File: config.mk
export PLATFORM = sky130hd
export DESIGN_NAME = perf_overflow_ctrl_flat
export DESIGN_NICKNAME = d
export VERILOG_FILES = /design/src/rtl/perf_overflow_ctrl_pkg.sv /design/src/rtl/perf_overflow_ctrl_if.sv /design/src/rtl/perf_overflow_ctrl.sv /design/src/flat_wrapper.sv
export SDC_FILE = /design/constraint.sdc
export NUM_CORES = 1
export LEC_CHECK = 0
export ABC_AREA = 1
export BUFFER_PORTS_ARGS = -buffer_cell sky130_fd_sc_hd__buf_2
export CAP_MARGIN = 20
export CORE_AREA = 10 10 218 220
export CTS_CLUSTER_DIAMETER = 100
export DETAILED_ROUTE_END_ITERATION = 12
export DIE_AREA = 0 0 228 230
export GPL_TIMING_DRIVEN = 0
export HOLD_SLACK_MARGIN = 0.08
export SYNTH_ARGS = -nofsm -noshare
export SYNTH_HDL_FRONTEND = slang
export SYNTH_SLANG_ARGS = --single-unit
File: constraint.sdc
create_clock -name clk_i -period 1.6 [get_ports clk_i]
set_input_delay 0.16 -clock clk_i [delete_from_list [all_inputs] [get_ports clk_i]]
set_output_delay 0.16 -clock clk_i [all_outputs]
set_load 0.02 [all_outputs]
File: src/rtl/perf_overflow_ctrl_pkg.sv
// rtl/perf_overflow_ctrl_pkg.sv - shared types, CSR addresses and helpers for perf_overflow_ctrl
//
// Purpose: XLEN-wide data type, the CSR addresses decoded by the overflow
// controller, the LCOFI interrupt FSM state encoding and the helper that
// maps a counter index to its mhpmevent CSR address.
package perf_overflow_ctrl_pkg;

    localparam int XLEN = 64;

    typedef logic [XLEN-1:0] xlen_t;

    // Counter 1 is mhpmcounter3, so its event-select CSR is mhpmevent3.
    localparam logic [11:0] CSR_MHPM_EVENT_3 = 12'h323;
    localparam logic [11:0] CSR_SCOUNTOVF    = 12'hDA0;

    typedef enum logic [1:0] {
        LCOFI_IDLE     = 2'd0,
        LCOFI_PEND     = 2'd1,
        LCOFI_SERVICED = 2'd2
    } lcofi_state_e;

    // Address of CSR_MHPM_EVENT_(idx+2) for generic counter idx (1-based).
    function automatic logic [11:0] mhpm_event_addr(input int idx);
        return CSR_MHPM_EVENT_3 + 12'(idx - 1);
    endfunction

endpackage

File: src/rtl/perf_overflow_ctrl_if.sv
// rtl/perf_overflow_ctrl_if.sv - CSR access bus between csr_regfile and perf_overflow_ctrl
//
// Signals:
//   addr  - 12-bit CSR address
//   we    - CSR write enable
//   wdata - CSR write data (XLEN)
//   rdata - CSR read data (XLEN), combinational from addr
// Modports: master (CSR file side), slave (overflow controller side).
interface perf_overflow_ctrl_if;

    logic [11:0]                 addr;
    logic                        we;
    perf_overflow_ctrl_pkg::xlen_t wdata;
    perf_overflow_ctrl_pkg::xlen_t rdata;

    modport master (output addr, output we, output wdata, input rdata);
    modport slave  (input addr, input we, input wdata, output rdata);

endinterface

File: src/rtl/perf_overflow_ctrl.sv
// rtl/perf_overflow_ctrl.sv - sticky HPM overflow flags, SCOUNTOVF/mhpmevent OF view and LCOFI request
//
// Purpose: watches the generic HPM counters for wrap events, keeps one sticky
// OF flag per counter, exposes the flags through mhpmevent[XLEN-1] and
// SCOUNTOVF, and raises the local counter-overflow interrupt request.
// Ports:
//   clk_i, rst_ni     - clock, asynchronous active-low reset
//   debug_mode_i      - overflows are not recorded while in debug mode
//   csr               - CSR bus (slave): addr/we/wdata in, rdata out
//   counter_q_i       - current counter values, counters 1..NumCounters
//   counter_inc_i     - per-counter increment strobe
//   mcountinhibit_i   - bit i+2 inhibits counter i
//   lcofie_i          - mie.LCOFIE
//   irq_ack_i         - interrupt taken pulse
//   lcofi_o           - interrupt request level
//   of_o              - sticky overflow flags
module perf_overflow_ctrl
    import perf_overflow_ctrl_pkg::*;
#(
    parameter int NumCounters = 6,
    parameter int CntWidth    = 64
) (
    input  logic                                 clk_i,
    input  logic                                 rst_ni,
    input  logic                                 debug_mode_i,
    perf_overflow_ctrl_if.slave                  csr,
    input  logic [NumCounters:1][CntWidth-1:0]   counter_q_i,
    input  logic [NumCounters:1]                 counter_inc_i,
    input  logic [31:0]                          mcountinhibit_i,
    input  logic                                 lcofie_i,
    input  logic                                 irq_ack_i,
    output logic                                 lcofi_o,
    output logic [NumCounters:1]                 of_o
);

    logic [NumCounters:1] ovf;
    logic [NumCounters:1] wr_hit;
    logic [NumCounters:1] of_d;
    logic [NumCounters:1] of_q;
    logic                 new_of;
    lcofi_state_e         state_q;
    lcofi_state_e         state_d;

    // Only the OF bit of mhpmevent and the implemented inhibit bits matter here.
    logic unused_bits;
    assign unused_bits = ^{mcountinhibit_i[1:0], mcountinhibit_i[31:NumCounters+3],
                           csr.wdata[XLEN-2:0]};

    // An overflow is an increment of an all-ones counter that is not inhibited.
    // It takes priority over a same-cycle software write of the OF bit.
    always_comb begin
        ovf    = '0;
        wr_hit = '0;
        of_d   = of_q;
        for (int i = 1; i <= NumCounters; i++) begin
            ovf[i]    = counter_inc_i[i] & (&counter_q_i[i]) & ~mcountinhibit_i[i+2] & ~debug_mode_i;
            wr_hit[i] = csr.we & (csr.addr == mhpm_event_addr(i));
            of_d[i]   = ovf[i] | (wr_hit[i] ? csr.wdata[XLEN-1] : of_q[i]);
        end
    end

    // Pulses in the cycle whose edge will set a previously clear flag, so the
    // FSM enters PEND on the same edge the flag becomes visible.
    assign new_of = |(of_d & ~of_q);

    always_ff @(posedge clk_i or negedge rst_ni) begin
        if (!rst_ni) begin
            of_q <= '0;
        end else begin
            of_q <= of_d;
        end
    end

    assign of_o = of_q;

    always_comb begin
        csr.rdata = '0;
        if (csr.addr == CSR_SCOUNTOVF) begin
            csr.rdata[NumCounters+2:3] = of_q;
        end
        for (int i = 1; i <= NumCounters; i++) begin
            if (csr.addr == mhpm_event_addr(i)) begin
                csr.rdata[XLEN-1] = of_q[i];
            end
        end
    end

    always_ff @(posedge clk_i or negedge rst_ni) begin
        if (!rst_ni) begin
            state_q <= LCOFI_IDLE;
        end else begin
            state_q <= state_d;
        end
    end

    // A new overflow while enabled always (re)arms the request, even against a
    // same-cycle acknowledge. Clearing every flag retires the request.
    always_comb begin
        state_d = state_q;
        unique case (state_q)
            LCOFI_IDLE: begin
                if (new_of && lcofie_i) state_d = LCOFI_PEND;
            end
            LCOFI_PEND: begin
                if (new_of && lcofie_i) state_d = LCOFI_PEND;
                else if (of_d == '0)    state_d = LCOFI_IDLE;
                else if (irq_ack_i)     state_d = LCOFI_SERVICED;
            end
            LCOFI_SERVICED: begin
                if (new_of && lcofie_i) state_d = LCOFI_PEND;
                else if (of_d == '0)    state_d = LCOFI_IDLE;
            end
            default: state_d = LCOFI_IDLE;
        endcase
    end

    always_comb begin
        lcofi_o = (state_q == LCOFI_PEND);
    end

endmodule

File: src/flat_wrapper.sv
// flat-port wrapper written by rule: the top's interface ports become plain ports
module perf_overflow_ctrl_flat import perf_overflow_ctrl_pkg::*;
#(
    parameter int NumCounters = 6,
    parameter int CntWidth    = 64
)
  (clk_i, rst_ni, debug_mode_i, counter_q_i, counter_inc_i, mcountinhibit_i, lcofie_i, irq_ack_i, lcofi_o, of_o, csr_addr, csr_we, csr_wdata, csr_rdata);
  perf_overflow_ctrl_if csr_i ();
  input  logic clk_i;
  input  logic rst_ni;
  input  logic debug_mode_i;
  input  logic [NumCounters:1][CntWidth-1:0] counter_q_i;
  input  logic [NumCounters:1] counter_inc_i;
  input  logic [31:0] mcountinhibit_i;
  input  logic lcofie_i;
  input  logic irq_ack_i;
  output logic lcofi_o;
  output logic [NumCounters:1] of_o;
  input wire logic [$bits(csr_i.addr)-1:0] csr_addr;
  input wire logic [$bits(csr_i.we)-1:0] csr_we;
  input wire logic [$bits(csr_i.wdata)-1:0] csr_wdata;
  output wire logic [$bits(csr_i.rdata)-1:0] csr_rdata;
  assign csr_i.addr = csr_addr;
  assign csr_i.we = csr_we;
  assign csr_i.wdata = csr_wdata;
  assign csr_rdata = csr_i.rdata;
  perf_overflow_ctrl #(.NumCounters(NumCounters), .CntWidth(CntWidth)) u_core (.clk_i(clk_i), .rst_ni(rst_ni), .debug_mode_i(debug_mode_i), .csr(csr_i), .counter_q_i(counter_q_i), .counter_inc_i(counter_inc_i), .mcountinhibit_i(mcountinhibit_i), .lcofie_i(lcofie_i), .irq_ack_i(irq_ack_i), .lcofi_o(lcofi_o), .of_o(of_o));
endmodule
== Yosys cells after proc, flatten, opt, wreduce, memory -nomap -nowiden ==
Index checks and enable logic that the tools add are counted.
W data, S select, Z words.

* Register bits after elaboration: 8
* Input bits: 504
* Output and inout port bits: 71

* Equal/unequal tests: 12
* Multiplexer cells: 20
* Bitwise operators: 39
* Reductions and logical operators: 11

{| class="wikitable"
|+ Operator list
! kind !! number
|-
| $reduce_and A64 Y1 || 6
|-
| $eq A12 B10 Y1 const B || 6
|-
| $and A1 B1 Y1 || 24
|-
| $eq A12 B12 Y1 const B || 1
|-
| $mux W1 || 12
|-
| $mux W2 || 6
|-
| $not A1 Y1 || 7
|-
| $and A6 B6 Y6 || 1
|-
| $logic_not A6 Y1 || 1
|-
| $mux W6 || 1
|-
| $not A6 Y6 || 1
|-
| $or A1 B1 Y1 || 6
|-
| $pmux W2 S3 || 1
|-
| $reduce_or A6 Y1 || 1
|-
| $ne A4 B2 Y1 const B || 1
|-
| $ne A3 B1 Y1 const B || 1
|-
| $reduce_and A3 Y1 || 1
|-
| $eq A2 B1 Y1 const B || 1
|-
| $eq A2 B2 Y1 const B || 1
|-
| $logic_not A2 Y1 || 1
|-
| $ne A2 B1 Y1 const B || 1
|-
| $logic_and A1 B1 Y1 || 1
|}

== Logic depth before layout (Yosys ltp) ==
Gate-level depths: netlist of the first run.

* Word-level depth: 10
* Gate-level depth with buffers: 17
* Gate-level depth less buffers: 17

== Least setup slack after synthesis of the first run ==
OpenSTA, ideal clock, no wires.

* Kind: flip-flop to output port
* Start point: reg u_core.of_q, in the netlist u_core.of_o[2]
* End point: out csr_rdata[63]
* Arrival time: 1.313 ns
* Required time: 1.440 ns
* Slack: 0.127 ns
* Cell stages (with the launch flop): 5
* Cell sequence: dfrtp_1 -> inv_1 -> o311ai_0 -> a31oi_1 -> o22ai_1

* Word-level cells in the longest chain between the ends: 5

{| class="wikitable"
|+ Ends and longest elaborated chain
! element !! line !! source
|-
| from (decl) || perf_overflow_ctrl.sv:39 || <nowiki>logic [NumCounters:1] of_q;</nowiki>
|-
| from (signal assigned) || perf_overflow_ctrl.sv:68 || <nowiki>of_q <= '0;</nowiki>
|-
| from (signal assigned) || perf_overflow_ctrl.sv:70 || <nowiki>of_q <= of_d;</nowiki>
|-
| $mux W1 (5 in series) || perf_overflow_ctrl.sv:82 || <nowiki>if (csr.addr == mhpm_event_addr(i)) begin</nowiki>
|-
| to (decl) || flat_wrapper.sv:22 || <nowiki>output wire logic [$bits(csr_i.rdata)-1:0] csr_rdata;</nowiki>
|}

Every way passes these cells.

== Final worst setup path of the first run ==
* Start point: in debug_mode_i
* End point: reg u_core.state_q[1]

* Word-level cells in the longest chain between the ends: 8

{| class="wikitable"
|+ Ends and longest elaborated chain
! element !! line !! source
|-
| from (decl) || flat_wrapper.sv:11 || <nowiki>input logic debug_mode_i;</nowiki>
|-
| $not A1 Y1 (*) || perf_overflow_ctrl.sv:56 || <nowiki>ovf[i] = counter_inc_i[i] & (&counter_q_i[i]) & ~mcountinhibit_i[i+2] & ~debug_mode_i;</nowiki>
|-
| $and A1 B1 Y1 (*) || perf_overflow_ctrl.sv:56 ||
|-
| $or A1 B1 Y1 (*) || perf_overflow_ctrl.sv:58 || <nowiki>of_d[i] = ovf[i] | (wr_hit[i] ? csr.wdata[XLEN-1] : of_q[i]);</nowiki>
|-
| via u_core.of_d, one bit || perf_overflow_ctrl.sv:38 || <nowiki>logic [NumCounters:1] of_d;</nowiki>
|-
| $and A6 B6 Y6 || perf_overflow_ctrl.sv:64 || <nowiki>assign new_of = |(of_d & ~of_q);</nowiki>
|-
| $reduce_or A6 Y1 || perf_overflow_ctrl.sv:64 ||
|-
| $logic_and A1 B1 Y1 || perf_overflow_ctrl.sv:102, perf_overflow_ctrl.sv:105, perf_overflow_ctrl.sv:110 ||
|-
| $ne A4 B2 Y1 (no source line) (tied with other cells) || - ||
|-
| $reduce_and A3 Y1 (no source line) or $pmux W2 S3 (tied branches) || - ||
|-
| to (signal assigned) || perf_overflow_ctrl.sv:92 || <nowiki>state_q <= state_d;</nowiki>
|-
| to (decl) || perf_overflow_ctrl.sv:41 || <nowiki>lcofi_state_e state_q;</nowiki>
|}

Mark *: on every way through the listed nets, which the timed path passes. The rest lies on a longest branch.
A chain may end at the register's enable or synchronous reset.

==> results of run 1 <==
## flip-flops by register name, summed over array words and instances, names as in the netlist
register,count
u_core.of_o,6
u_core.state_q,2
## worst paths after layout
path,from,endpoint,slack [ns],depth (start not counted)
worst max-delay path,debug_mode_i,u_core.state_q[1],0.03,17
worst min-delay path,irq_ack_i,u_core.state_q[0],0.11,2
worst max register to register,u_core.of_o[2],u_core.state_q[0],0.23,12
worst min register to register,u_core.state_q[0],u_core.state_q[0],0.56,3
max in group asynchronous,rst_ni,u_core.of_o[5],0.99,2
min in group asynchronous,rst_ni,u_core.state_q[0],0.42,2
## metal layers
layer | global-route usage, % | vias to the layer above
li1 | - | 3038
met1 | 9.79 | 2403
met2 | 15.6 | 294
met3 | 3.00 | 22
met4 | 1.58 | 6
met5 | 0 | -
## kinds of logic (layout without fill, tap and decap cells)
family / count (synthesis) / after routing
AO/OA/AOI/OAI: 9 / 9
buffers and inverters: 102 / 542
AND/OR/NAND/NOR: 539 / 539
other: 1 / 60
flip-flops: 8 / 8
## timing repair
item / CTS / global route
pin swaps: 19 / 17
gates cloned: 0 / 0
endpoints found under the setup margin: 6 / 4
hold endpoints to repair: 8 / 0
gates resized for setup: 17 / 25
hold buffers: 1 / 0
buffers inserted: 4 / 4
## critical path: stages
cell and delay [ns]:
buf_8 0.10, clkinvlp_4 0.08, buf_12 0.14, buf_8 0.11, nand4_1 0.08, nor2_2 0.15, nand2_1 0.07, nor2_1 0.08
nand3b_1 0.13, nand2_1 0.14, nand2_2 0.07, nand2_2 0.06, nor2_2 0.03, nand2_2 0.07, nand2_2 0.07, nand4_1 0.08
nand2_1 0.06
## layout by cell type, fill, tap and decap left out, drive strengths merged, types with 3 or more instances in the layout
cell,instances
buf,494
nand2,246
nor2,170
nand4,82
conb,57
inv,42
nand3,26
dfrtp,8
nand3b,5
o21ai,5
or2,4
diode,3
nor3,3
clkbuf,3
## final cells by class
cell class	count	area, um2	area share, %
plain buffers	58	433	6.52
repair buffers	437	2260	34.0
flip-flops and latches	8	200	3.02
well taps	585	732	11.0
inverters	44	169	2.55
clock buffers	3	75.1	1.13
diodes	3	7.51	0.113
multi-input cells	605	2760	41.6
## report_power, final
part | switching, mW | leakage (nW) | internal [mW]
Sequential | 0.000914 | 0.112 | 0.205
Clock | 0.0960 | 0.0370 | 0.322
Combinational | 0.533 | 3.24 | 0.557
==> metrics.cfg, run 1 <==
[outcome]
outcome=finished, final reports clean

[finish]
syn_to_final_growth_pct=105
final_area_um2=6640
final_util_pct=15.5
drive_gt1_share_pct=48.1
nFillCells=5058
layout.cells.non_filler=1743
fin_nets=1661

[die]
die_h_um=230
core_area_um2=42900
io_pins=575
die_area_um2=52400
chipWidth_um=228
rows=76
initial_utilization_pct=7.56

[grt]
grt_first_pass_wirelength_um=34700
grt_pass1_vias=5976
grt_overflow=0
grt_usage_pct=8.68
grt_max_degree=11
antenna_found_initial=8

[routing]
firstDrtPassIters=4
drt-met1-wl_um=9880
topRoutingLayerUsed=met5
wl_met2_um=12300
vias_per_cell=3.31
antenna_left=0
drcViolationCount=0
wl_um=24800
drtIter0Drc=240
vias=5763
post_drt_wl_per_cell_um=14.2
route.met3.wl_um=2140

[yosys]
yosysMostFrequentCell=nand2_1
synth_flop_cell=dfrtp_1
syn_area_per_cell_um2=4.92
synthXorXnorAreaFrac_pct=0
synth_simple_gate_area_share_pct=73.6
synthDistinctLibCells=27
synth_seq_cells=8
synth_top_area_share_pct=27.4
synth_edf_count=0
seq_area_frac_synth_pct=6.18
synth_area_leaders=nand2_1, nor2_1, nand4_1
async_flop_share_pct=100
synthMuxAreaShare_pct=0
synth_top_family_by_area=simple AND/OR/NAND/NOR gates
synth.cell_area_um2=3240
yosys-top-cells-count=nand2_1, nor2_1, nand4_1
synth.largest_area_cell=nand2_1
syn_inst=659
yosys.area_share.adder_pct=0
ys.warnings.count=0
synth_compound_gate_area_share_pct=1.70

[setup_path]
startpoint_type=input pin
critPathMaxFanout=3
critPathCaptureType=flip-flop
cp_data_required_time_ns=1.72
cp.arrival_ns=1.69
worstSetupPathType=input pin to flip-flop

[clocking]
clk_latency_ns=0.23
tritoncts=done
root_buffer=clkbuf_16
h-tree-depth=1
cts_num_sinks=8
clock_path_buffers=2
path_clk_slew_ns=0.04
cts_inserted_buffers=3

[placement]
place_area_um2=6330
pre_cts_slack_ns=-1.04
io_buffers=428
place_congestion=0.869
dp_hpwl_um=23300
placed_cells=1728

[sta]
finClkSkew_ns=0.000761
timing.hold.ws_ns=0.113
fin_crit_ns=1.57
fin_tns_setup_ns=0
finalHoldViolCount=0
worst_slack_ns=0.0269
min_period_over_period_pct=98.3
rsz0062_at_grt=true
setup_viol=0
slew_viol_final=0
max_freq_ghz=0.636

[power_and_ir_drop]
p_total_mw=1.71
peakVddDrop_v=0.000182
p_leak_nw=3.39
power.density_nw_per_um2=258

[min_path]
hold_class=input pin to flip-flop

[job]
cap_violations=0

Power figures use the tool's default switching activity.
==> run 2, diff against run 1 <==
--- a/config.mk
+++ b/config.mk
@@ -9,6 +9,7 @@
 export BUFFER_PORTS_ARGS = -buffer_cell sky130_fd_sc_hd__buf_2
 export CAP_MARGIN = 20
 export CORE_AREA = 10 10 218 220
+export CTS_BUF_LIST = sky130_fd_sc_hd__clkbuf_8
 export CTS_CLUSTER_DIAMETER = 100
 export DETAILED_ROUTE_END_ITERATION = 12
 export DIE_AREA = 0 0 228 230
==> run 2 against run 1 <==
Largest cell class unchanged. Final area rose by 0.19%. First-iteration DRC count rose by 10%. The run now ends with negative setup slack left. Routed wire length fell by 0.25%. Sequential share of layout area barely moved. Clock skew fell by 0.00050 ns. Total power fell by 9.9%.
==> metrics.cfg, run 2 (same netlist as run 1, synthesis figures left out) <==
[routing]
antenna_left=0
drtIter0Drc=264
wl_um=24700
post_drt_wl_per_cell_um=14.2
vias=5771
vias_per_cell=3.31
firstDrtPassIters=5
drcViolationCount=0

[clocking]
path_clk_slew_ns=0.04
clk_latency_ns=0.23
cts_num_sinks=8
clock_path_buffers=2
root_buffer=clkbuf_8
h-tree-depth=1
tritoncts=done
cts_inserted_buffers=3

[setup_path]
worstSetupPathType=input pin to flip-flop
cp.arrival_ns=1.73
critPathMaxFanout=3
startpoint_type=input pin
cp_data_required_time_ns=1.71
reg2reg_slack_ns=0.25
critPathCaptureType=flip-flop

[die]
io_pins=575
rows=76
core_area_um2=42900
initial_utilization_pct=7.56
die_h_um=230
die_area_um2=52400
chipWidth_um=228

[sta]
setup_viol=1
max_freq_ghz=0.619
worst_slack_ns=-0.0164
fin_crit_ns=1.62
slew_viol_final=0
rsz0062_at_grt=true
finClkSkew_ns=0.000260
min_period_over_period_pct=101
finalHoldViolCount=0
timing.hold.ws_ns=0.126

[finish]
final_common_cell=buf_2
fin_nets=1662
drive_gt1_share_pct=48.8
syn_to_final_growth_pct=105
largest_register_ff_count=6
layout_common_cells=buf_2, nand2_1, nor2_1, nand4_1, buf_4

[power_and_ir_drop]
p_total_mw=1.54
p_leak_nw=3.39
power.density_nw_per_um2=232
peakVddDrop_v=0.000147

[min_path]
hold_class=input pin to flip-flop

[outcome]
violations=negative setup slack
outcome=finished, violations left

[job]
cap_violations=0

[placement]
io_buffers=428
place_congestion=0.869
dp_hpwl_um=23300

[grt]
grt_first_pass_wirelength_um=34600
grt_max_degree=11
grt_usage_pct=8.65
grt_pass1_vias=5977
antenna_found_initial=8
grt_overflow=0

==> run 2: cell types whose count changed in the layout (fill, tap and decap cells not counted), sizes merged <==
cell	change
diode	-1
buf	+1
==> run 2: timing repair <==
action | 4_1_cts | 5_1_grt
gates resized for setup | 17 | 37
hold buffers | 1 | 0
endpoints found under the hold margin | 8 | 0
pin swaps | 18 | 24
setup endpoints to repair | 6 | 4
buffers inserted | 5 | 4
==> run 2: cell type report <==
cell class                      count  area, um2
Tap cell                          585        732
Multi-Input combinational cell    605       2800
Fill cell                        5059      36200
Antenna cell                        2       5.00
Timing Repair Buffer              438       2270
Clock buffer                        3       41.3
Inverter                           44        171
Sequential cell                     8        200
Buffer                             58        433
==> run 2: metal layers <==
layer | track usage (%) | part of all wire [%]
met1 | 9.79 | 40
met2 | 15.5 | 50
met3 | 3.00 | 8.4
met4 | 1.46 | 1.4
met5 | 0 | 0.15
==> run 2: critical path: stages <==
cell	delay, ns
buf_8	0.10
clkinvlp_4	0.09
buf_12	0.14
buf_4	0.15
nand4_1	0.09
nor2_2	0.14
nand2_1	0.06
nor2_1	0.09
nand3b_1	0.13
nand2_1	0.14
nand2_2	0.07
o21ai_0	0.07
inv_1	0.05
nand2_1	0.06
nand2_1	0.05
nand3b_1	0.08
nand2_1	0.06
==> run 2: per-stage QoR <==
stage                     cells  setup TNS (ns)  instance area, um2  util (%)  setup WS, ns
after CTS                  1737          -0.181                6490      15.1        -0.100
after global routing       1742          -0.318                6650      15.5        -0.182
after global placement     1728           -3.62                6330      14.8         -1.02
final                      1743         -0.0164                6650      15.5       -0.0164
after floorplan             715               0                3450         -         0.127
after detailed placement   1728           -3.63                6330      14.8         -1.04
==> run 2: report_power, final <==
part / total, mW / internal [mW] / switching, mW
clock network: 0.239 / 0.163 / 0.0759
registers: 0.205 / 0.204 / 0.000937
logic: 1.10 / 0.560 / 0.540
==> run 2: final timing paths <==
check | startpoint | to | cells after the start
max | debug_mode_i | u_core.state_q[1] | 17
min reg2reg | u_core.state_q[0] | u_core.state_q[0] | 3
min in group asynchronous | rst_ni | u_core.state_q[0] | 2
max in group asynchronous | rst_ni | u_core.of_o[4] | 2
max reg2reg | u_core.of_o[2] | u_core.state_q[1] | 10
min | irq_ack_i | u_core.state_q[0] | 2
